[src/rtl/definitions_pkg.sv]
// Shared types for the traffic lights subsystem.
//   command_e : host command decoded from a frame opcode (value equals opcode).
package definitions_pkg;

    typedef enum logic [2:0] {
        CMD_ON          = 3'd0,
        CMD_OFF         = 3'd1,
        CMD_UNREGULATED = 3'd2,
        CMD_GREEN_TIME  = 3'd3,
        CMD_RED_TIME    = 3'd4,
        CMD_YELLOW_TIME = 3'd5
    } command_e;

endpackage

[src/rtl/traffic_lights_cmd_parser.sv]
// Assembles 4-byte host frames (OPC, DHI, DLO, CHK) into commands.
// Ports:
//   clk_2k_i      : system clock (2 kHz)
//   arst_n_i      : asynchronous active-low reset
//   byte_i        : received byte, transferred when byte_valid_i && byte_ready_o
//   byte_valid_i  : byte_i valid
//   byte_ready_o  : parser can accept a byte (low only in the emit cycle)
//   cmd_type_o    : decoded command, held until the next good frame
//   cmd_valid_o   : one-cycle command strobe
//   cmd_data_o    : command payload {DHI, DLO}, held until the next good frame
//   err_o         : one-cycle error strobe
//   err_code_o    : 1 = bad opcode, 2 = bad checksum, 3 = inter-byte timeout
//   frame_cnt_o   : saturating count of good frames
//   err_cnt_o     : saturating count of errors
module traffic_lights_cmd_parser
    import definitions_pkg::*;
#(
    parameter int unsigned TIMEOUT_TICKS = 2000,
    parameter int unsigned CNT_W         = 16
) (
    input  logic             clk_2k_i,
    input  logic             arst_n_i,
    input  logic [7:0]       byte_i,
    input  logic             byte_valid_i,
    output logic             byte_ready_o,
    output command_e         cmd_type_o,
    output logic             cmd_valid_o,
    output logic [15:0]      cmd_data_o,
    output logic             err_o,
    output logic [1:0]       err_code_o,
    output logic [CNT_W-1:0] frame_cnt_o,
    output logic [CNT_W-1:0] err_cnt_o
);

    localparam int unsigned    TMO_W    = 16;
    localparam logic [TMO_W-1:0] TMO_LAST = TMO_W'(TIMEOUT_TICKS - 1);
    localparam logic [CNT_W-1:0] CNT_MAX  = '1;

    localparam logic [1:0] ERR_OPC = 2'd1;
    localparam logic [1:0] ERR_CHK = 2'd2;
    localparam logic [1:0] ERR_TMO = 2'd3;

    typedef enum logic [2:0] {
        S_IDLE,
        S_GOT_OPC,
        S_GOT_DHI,
        S_GOT_DLO,
        S_EMIT
    } state_e;

    state_e           state_q, state_d;
    logic [TMO_W-1:0] tmo_q, tmo_d;
    logic [7:0]       opc_q, dhi_q, dlo_q, chk_q;
    logic             accept_c;
    logic             cmd_fire_c, err_fire_c;
    logic [1:0]       err_code_c;
    logic             opc_ok_c, chk_ok_c;

    assign accept_c = byte_valid_i && byte_ready_o;
    assign opc_ok_c = (opc_q <= 8'h05);
    assign chk_ok_c = (chk_q == (opc_q ^ dhi_q ^ dlo_q));

    // State and inter-byte timeout counter
    always_ff @(posedge clk_2k_i or negedge arst_n_i) begin
        if (!arst_n_i) begin
            state_q <= S_IDLE;
            tmo_q   <= '0;
        end else begin
            state_q <= state_d;
            tmo_q   <= tmo_d;
        end
    end

    // Next state, timeout and frame checks; an accepted byte beats a timeout
    always_comb begin
        state_d    = state_q;
        tmo_d      = tmo_q;
        cmd_fire_c = 1'b0;
        err_fire_c = 1'b0;
        err_code_c = 2'd0;
        case (state_q)
            S_IDLE: begin
                tmo_d = '0;
                if (accept_c) state_d = S_GOT_OPC;
            end
            S_GOT_OPC, S_GOT_DHI, S_GOT_DLO: begin
                if (accept_c) begin
                    tmo_d = '0;
                    case (state_q)
                        S_GOT_OPC: state_d = S_GOT_DHI;
                        S_GOT_DHI: state_d = S_GOT_DLO;
                        default:   state_d = S_EMIT;
                    endcase
                end else if (tmo_q == TMO_LAST) begin
                    tmo_d      = '0;
                    state_d    = S_IDLE;
                    err_fire_c = 1'b1;
                    err_code_c = ERR_TMO;
                end else begin
                    tmo_d = tmo_q + TMO_W'(1);
                end
            end
            S_EMIT: begin
                state_d = S_IDLE;
                tmo_d   = '0;
                if (!opc_ok_c) begin
                    err_fire_c = 1'b1;
                    err_code_c = ERR_OPC;
                end else if (!chk_ok_c) begin
                    err_fire_c = 1'b1;
                    err_code_c = ERR_CHK;
                end else begin
                    cmd_fire_c = 1'b1;
                end
            end
            default: begin
                state_d = S_IDLE;
                tmo_d   = '0;
            end
        endcase
    end

    // Frame byte capture
    always_ff @(posedge clk_2k_i or negedge arst_n_i) begin
        if (!arst_n_i) begin
            opc_q <= '0;
            dhi_q <= '0;
            dlo_q <= '0;
            chk_q <= '0;
        end else if (accept_c) begin
            case (state_q)
                S_IDLE:    opc_q <= byte_i;
                S_GOT_OPC: dhi_q <= byte_i;
                S_GOT_DHI: dlo_q <= byte_i;
                S_GOT_DLO: chk_q <= byte_i;
                default:   ;
            endcase
        end
    end

    // Registered outputs and saturating counters
    always_ff @(posedge clk_2k_i or negedge arst_n_i) begin
        if (!arst_n_i) begin
            byte_ready_o <= 1'b1;
            cmd_valid_o  <= 1'b0;
            cmd_type_o   <= CMD_ON;
            cmd_data_o   <= '0;
            err_o        <= 1'b0;
            err_code_o   <= '0;
            frame_cnt_o  <= '0;
            err_cnt_o    <= '0;
        end else begin
            byte_ready_o <= (state_d != S_EMIT);
            cmd_valid_o  <= cmd_fire_c;
            err_o        <= err_fire_c;
            err_code_o   <= err_code_c;
            if (cmd_fire_c) begin
                cmd_type_o <= command_e'(opc_q[2:0]);
                cmd_data_o <= {dhi_q, dlo_q};
                if (frame_cnt_o != CNT_MAX) frame_cnt_o <= frame_cnt_o + CNT_W'(1);
            end
            if (err_fire_c && (err_cnt_o != CNT_MAX)) err_cnt_o <= err_cnt_o + CNT_W'(1);
        end
    end

endmodule

[config.mk]
export PLATFORM = sky130hd
export DESIGN_NAME = traffic_lights_cmd_parser
export DESIGN_NICKNAME = d
export VERILOG_FILES = /design/src/rtl/definitions_pkg.sv /design/src/rtl/traffic_lights_cmd_parser.sv
export SDC_FILE = /design/constraint.sdc
export NUM_CORES = 1
export LEC_CHECK = 0
export ABC_AREA = 1
export CAP_MARGIN = 20
export CORE_MARGIN = 2
export CORE_UTILIZATION = 56
export CTS_CLUSTER_DIAMETER = 200
export DETAILED_ROUTE_END_ITERATION = 10
export GPL_TIMING_DRIVEN = 0
export MAX_ROUTING_LAYER = met4
export PLACE_DENSITY = 0.88
export SLEW_MARGIN = 20
export SYNTH_ARGS = -nofsm -noshare
export SYNTH_HDL_FRONTEND = slang
export SYNTH_SLANG_ARGS = --single-unit
[constraint.sdc]
create_clock -name clk_2k_i -period 2.1 [get_ports clk_2k_i]
set_clock_uncertainty 0.2 [all_clocks]
set_input_delay 0.315 -clock clk_2k_i [delete_from_list [all_inputs] [get_ports clk_2k_i]]
set_output_delay 0.315 -clock clk_2k_i [all_outputs]
set_load 0.02 [all_outputs]
======== After elaboration in Yosys (flattened, before gate mapping) ========
Cells that the tools add are included.
cells by class
  add/subtract/negate cells ............... 3
  equal/unequal tests ..................... 9
  reduce and logical (&&, ||, !) cells .... 9
  multiplexer cells ....................... 21
  bitwise logic cells ..................... 2
  $lt $le $gt $ge ......................... 1
operators with widths
  operator               count
  $add 16x1->16 const B  3
  $mux 16                3
  $ne 16x16->1 const B   2
  $eq 16x11->1 const B   1
  $xor 8x8->8            2
  $pmux 3 s2             2
  $reduce_and 2->1       5
  $mux 3                 3
  $eq 8x8->1             1
  $le 8x3->1 const B     1
  $mux 2                 4
  $mux 1                 7
  $eq 3x2->1 const B     2
  $pmux 2 s2             1
  $eq 3x1->1 const B     1
  $eq 3x3->1 const B     1
  $logic_not 3->1        1
  $ne 3x3->1 const B     1
  $reduce_or 3->1        1
  $logic_and 1x1->1      2
  $pmux 1 s2             1
storage, ports and cells
  word-level logic and storage cells ...... 59
  flip-flop bits (word level) ............. 107
  input bits .............................. 11
  output and inout port bits .............. 56

======== Logic depth before layout (Yosys ltp) ========
Gate-level depths: netlist of the first run.
  depth after elaboration ................. 7
  gate-level depth with buffers ........... 15
  mapped depth without buffers ............ 14

======== Worst setup path before layout of the first run ========
OpenSTA, ideal clock, no wires.
  path kind ............................... reg-to-reg
  start point ............................. register err_cnt_o[0]
  end point ............................... register err_cnt_o[3]
  buffers on the path ..................... 1
  library setup time ...................... 0.118 ns
  data required time ...................... 1.782 ns
  period minus slack after synthesis ...... 1.947 ns
  arrival time ............................ 1.629 ns
  stages on the path, launching flop included .. 10
  path slack .............................. 0.153 ns
  cells stage by stage .................... dfrtp_1 > ha_1 > inv_1 > nor3_4 > nand2_2 > nor2_4 > nand2_4 > buf_2 > nand3_1 > nand2_1
on the way
  longest elaborated chain between the ends .. 2
RTL lines
  item                                                   line                              RTL
  from (decl)                                            traffic_lights_cmd_parser.sv:32   output logic [CNT_W-1:0] err_cnt_o
  from (signal assigned)                                 traffic_lights_cmd_parser.sv:162  if (err_fire_c && (err_cnt_o != CNT_MAX)) err_cnt_o <= err_cnt_o + CNT_W'(1);
  branches (longest 2 deep; another with $add 16x1->16)  n/a
Several ways; the timed one is not identified.
A chain may end at the register's enable or synchronous reset.

======== Final worst setup path of the first run ========
  start point ............................. register err_cnt_o[5]
  end point ............................... output port err_cnt_o[5]
No word-level cell between the ends.

==> results.cfg, run 1 <==
[detailed_routing]
dr.pass1.iters = 7
vias_per_cell = 5.248
drc = 0
wl_mm = 12.50
routed-via-count = 4728
ant_nets = 0
drt_iter0_markers = 275
routedWlPerCell_um = 13.88

[timing]
min_period_ns = 2.070
slew_violations = 0
max-slew-margin-rel_pct = 67.42
min_period_over_period_pct = 98.56
max_freq_ghz = 0.4831
worstMarginPinSlew_ns = 0.4887
setup_viol = 0
hold_viol = 0

[status]
outcome = complete, no violations

[floorplanning]
core-area_um2 = 9774
num_rows = 36
dieWidth_um = 104.5
ios = 67
die-area_um2 = 10920
start_util_pct = 57.86
die_h_um = 104.5

[power]
leakagePower_nw = 3.182
vdd_ir_drop_max_mv = 0.5481
finalPower_mw = 6.555
p_per_area_nw_per_um2 = 963.8

[worst_setup_path]
reg2reg_depth = 6
cp.arrival_ns = 1.55
cp_top_family = buffers and inverters
r2r_setup_slack_ns = 0.11
worstSetupPathType = register to output port
rr_startpoint = byte_ready_o
crit_chain = clkdlybuf4s50_1
critPathBufInv = 1
crit_path_end_kind = output port
r2r_end = chk_q[5]
cp_max_fo = 6
cp.required_ns = 1.58
slowest_stage = clkdlybuf4s50_1
start_kind = register
cp_slowest_stage_delay_ns = 0.66

[logic_synthesis]
netlist_area_um2 = 5655
synth_top_cells_by_count = 195 x nand2_1, 106 x dfrtp_1, 86 x inv_1, 44 x nor2_1, 40 x nand3_1
synthTopCellsByArea = dfrtp_1 47%, nand2_1 13%, inv_1 5.7%
yosysWarningCount = 0
synth.largest_area_cell = dfrtp_1
yosysMostFrequentCell = nand2_1
postSynth.asyncResetShare_pct = 100.0
synthesis.nets = 697
yosys.cell_types.count = 40
yosys_register_bits = 107
synth_ff_type = dfrtp_1
synth_edf_count = 0
synthCells = 683
yosysSeqAreaShare_pct = 47.37
synth.avg_cell_area_um2 = 8.280
synth_top_cell_area_share_pct = 46.90

[global_route]
grt_pass1_vias = 4679
grt_antenna_before_repair = 0
grt_usage_pct = 24.93
grt_overflow = 0
grt_max_degree = 56
grt_first_pass_wirelength_mm = 21.47

[final_layout]
diodes = 0
area_growth_pct = 20.27
fin_area_um2 = 6802
nFillCells = 770
layout.nets = 777
multiInputGateArea_um2 = 2567
layout-drive-gt1-share_pct = 15.49
regArea_um2 = 2680

[clock_network]
clk_pin_slew_ns = 0.11
cts_buffers = 9
cts.path.max_buffers = 2
clk_latency_ns = 0.39
cts-root-buf = clkbuf_8
cts_tree = done
htree_levels = 3
clock_sinks = 107

[place]
dp_hpwl_mm = 9.131
port_buffers = 66
place.gp.congestion = 0.9170
dpl-instance-area_um2 = 6511

[run]
maxCapViolCount = 0

[hold_path]
hold_path.class = input port to asynchronous set/reset pin
-- kinds of logic after synthesis --
group	count (synthesis)	synth area share (%)
and+or+nand+nor	350	28.45
xor gates and xnor gates	40	6.195
adders and majority gates	3	0.6638
DFF	107	47.37
buffers and inverters	104	8.119
AOI/OAI and AO/OA	79	9.204
-- worst max path at each step --
stage	start	to	slack, ns	cells after the start
CTS	frame_cnt_o[2]	frame_cnt_o[2]	0.02	1
detailed placement	byte_valid_i	chk_q[5]	-0.20	6
finish	err_cnt_o[5]	err_cnt_o[5]	0.03	1
floorplan	err_cnt_o[0]	err_cnt_o[3]	0.15	9
global route	byte_ready_o	chk_q[5]	-0.02	6
global placement	arst_n_i	dlo_q[7]	-3.39	1
-- registers in the layout, summed over array words and instances, names as in the netlist --
| register | count |
|---|---|
| err_cnt_o | 16 |
| opc_q | 8 |
| err_o | 1 |
| cmd_data_o | 16 |
| cmd_valid_o | 1 |
| dhi_q | 8 |
| tmo_q | 16 |
| state_q | 3 |
| byte_ready_o | 1 |
| err_code_o | 2 |
| chk_q | 8 |
| frame_cnt_o | 16 |
| cmd_type_o | 3 |
| dlo_q | 8 |
-- layout by cell type (no fill, tap or decap), types with 3 or more instances in the layout --
cell and count:
nand2_1 194, nand3_1 38, xor2_1 21, nor2_4 3
buf_4 3, clkbuf_1 4, nor3_1 14, nor2_2 4
nand2_2 28, nand2_4 3, nand4_1 6, clkdlybuf4s50_1 63
o21ai_0 39, clkbuf_8 9, inv_8 3, nor2_1 43
nor3_2 4, a21oi_1 6, o21ai_2 29, inv_2 6
buf_6 6, dfrtp_1 105, inv_1 84, xnor2_1 19
-- metal layers --
metal  part of all wire, %  track usage [%]  vias to the layer above
li1                      -                -                     2296
met1                    42            30.25                     2264
met2                    51            41.18                      136
met3                   4.8            4.825                       32
met4                   1.6            9.846                        0
met5                     0                -                        -
-- cell type report --
cell class | count | area share, %
multi-input combinational | 472 | 37.75
buffer | 13 | 1.803
tap | 133 | 2.447
clock buffer | 10 | 1.876
sequential | 107 | 39.40
timing repair buffer | 69 | 10.47
inverter | 91 | 5.059
clock inverter | 6 | 1.196
-- what timing repair did --
item / 4_1_cts / 5_1_grt
buffers inserted: 0 / 1
setup endpoints to repair: 0 / 36
hold buffers: 1 / 0
hold endpoints to repair: 52 / 0
gates resized for setup: 0 / 20
-- through the flow --
stage	TNS (ns)	hold WS, ns	setup WS (ns)	utilization, %	cells
floorplan	0	-0.1806	0.1530	-	683
global placement	-360.87	0.2460	-3.385	66.32	882
detailed placement	-3.908	0.09276	-0.2022	66.62	883
CTS	0	0.2453	0.02459	68.86	900
global route	-0.01809	0.2764	-0.01577	69.59	901
finish	0	0.2334	0.03022	69.59	901
-- power by group --
part           switching [mW]  internal [mW]  leakage [nW]
Combinational            1.52          0.847          1.64
Sequential              0.386           2.46          1.44
Clock                   0.765          0.584         0.107
(Power assumes the default switching activity.)
==> run 2: changes to the inputs <==
--- a/config.mk
+++ b/config.mk
@@ -18,3 +18,4 @@
 export SYNTH_ARGS = -nofsm -noshare
 export SYNTH_HDL_FRONTEND = slang
 export SYNTH_SLANG_ARGS = --single-unit
+export TNS_END_PERCENT = 30
==> results.cfg, run 2 (synthesis results as in run 1) <==
[detailed_routing]
routedWlPerCell_um = 13.90
drt_iter0_markers = 261
wl_mm = 12.51
ant_nets = 0
routed-via-count = 4747
top_layer = met4
dr.pass1.iters = 6
wl_met3_um = 652
wl_met2_mm = 6.418
drc = 0
met1_length_mm = 5.233
vias_per_cell = 5.274

[final_layout]
layout.nets = 776
layout_commonest_cell = nand2_1
diodes = 0
nFillCells = 771
final_cell_mix = 194 x nand2_1, 105 x dfrtp_1, 84 x inv_1, 63 x clkdlybuf4s50_1, 43 x nor2_1
area_growth_pct = 20.11
layout-drive-gt1-share_pct = 15.38
fin_area_um2 = 6793

[clock_network]
cts.path.max_buffers = 2
cts_tree = done
clock_sinks = 107
clk_pin_slew_ns = 0.11
cts-root-buf = clkbuf_8
htree_levels = 3
clk_latency_ns = 0.39
cts_buffers = 9

[place]
port_buffers = 66
dp_hpwl_mm = 9.131
dp_slack_ns = -0.2022
dpl-instance-area_um2 = 6511
place.gp.congestion = 0.9170

[timing]
rsz0062_at_grt = true
whs_ns = 0.2333
max-slew-margin-rel_pct = 67.48
hold_viol = 0
setup_viol = 0
slew_violations = 0
worstMarginPinSlew_ns = 0.4877
min_period_over_period_pct = 98.25
fin_ws_ns = 0.03673
max_freq_ghz = 0.4847
min_period_ns = 2.063

[worst_setup_path]
worstSetupPathType = register to output port
r2r_end = chk_q[5]
reg2reg_depth = 6
slowest_stage = clkdlybuf4s50_1
worstSetupStartpoint = err_cnt_o[5]
cp.required_ns = 1.58
crit_cells = 1
cp_top_family = buffers and inverters
r2r_setup_slack_ns = 0.11
critPathBufInv = 1
cp_max_fo = 6
crit_chain = clkdlybuf4s50_1
crit_end = err_cnt_o[5]
rr_startpoint = byte_ready_o
cp.arrival_ns = 1.55
start_kind = register
crit_path_end_kind = output port
cp_slowest_stage_delay_ns = 0.66

[global_route]
grt_max_degree = 56
grt_antenna_before_repair = 0
grt_first_pass_wirelength_mm = 21.47
grt_overflow = 0
grt_usage_pct = 24.93
grt_pass1_vias = 4679

[floorplanning]
ios = 67
start_util_pct = 57.86
die_h_um = 104.5
die-area_um2 = 10920
dieWidth_um = 104.5
core-area_um2 = 9774
num_rows = 36

[power]
finalPower_mw = 6.549
leakagePower_nw = 3.178
p_per_area_nw_per_um2 = 964.1
vdd_ir_drop_max_mv = 0.5469

[hold_path]
hold_path.class = input port to asynchronous set/reset pin

[run]
maxCapViolCount = 0

[status]
outcome = complete, no violations
[run 2: cell count changes in the layout (fill, tap and decap cells not counted)]
cell / delta
buf_4: -1
inv_4: -1
clkinv_2: +1
[run 2: area by class of cell]
type	instances	area [um2]	area share, %
clock inverters	6	81.33	1.197
multi-input cells	472	2567	37.80
clock buffers	10	127.6	1.879
repair buffers	68	704.4	10.37
well taps	133	166.4	2.450
plain buffers	13	122.6	1.805
flip-flops and latches	107	2680	39.45
inverters	91	342.8	5.047
[run 2: timing repair]
action / in CTS / in global routing
hold buffers: 1 / 0
endpoints found under the setup margin: 0 / 36
hold endpoints to repair: 52 / 0
gates resized for setup: 0 / 19
setup buffers: 0 / 0
[run 2: routing by layer]
layer,global-route usage [%],up-vias
met2,41.18,151
met5,-,-
li1,-,2296
met1,30.25,2273
met3,4.825,27
met4,9.846,0
[run 2: report_power, final]
group | total (mW) | switching [mW] | internal, mW
Clock | 1.35 | 0.763 | 0.584
Sequential | 2.84 | 0.385 | 2.46
Combinational | 2.36 | 1.52 | 0.846
[run 2: how the worst min path moves through the flow]
stage / start / end / slack [ns] / cells after the start
6_report: arst_n_i / frame_cnt_o[8] / 0.23 / 2
5_1_grt: arst_n_i / frame_cnt_o[8] / 0.28 / 2
2_1_floorplan: arst_n_i / chk_q[0] / -0.18 / 0
3_3_place_gp: tmo_q[0] / tmo_q[0] / 0.25 / 1
3_5_place_dp: arst_n_i / frame_cnt_o[8] / 0.09 / 1
4_1_cts: arst_n_i / frame_cnt_o[8] / 0.25 / 2
[run 2: stage by stage]
stage                     setup TNS [ns]  std cells  util (%)
after global placement           -360.87        882     66.32
after global routing            -0.01891        900     69.50
after CTS                              0        900     68.86
after floorplan                        0        683         -
final                                  0        900     69.50
after detailed placement          -3.908        883     66.62
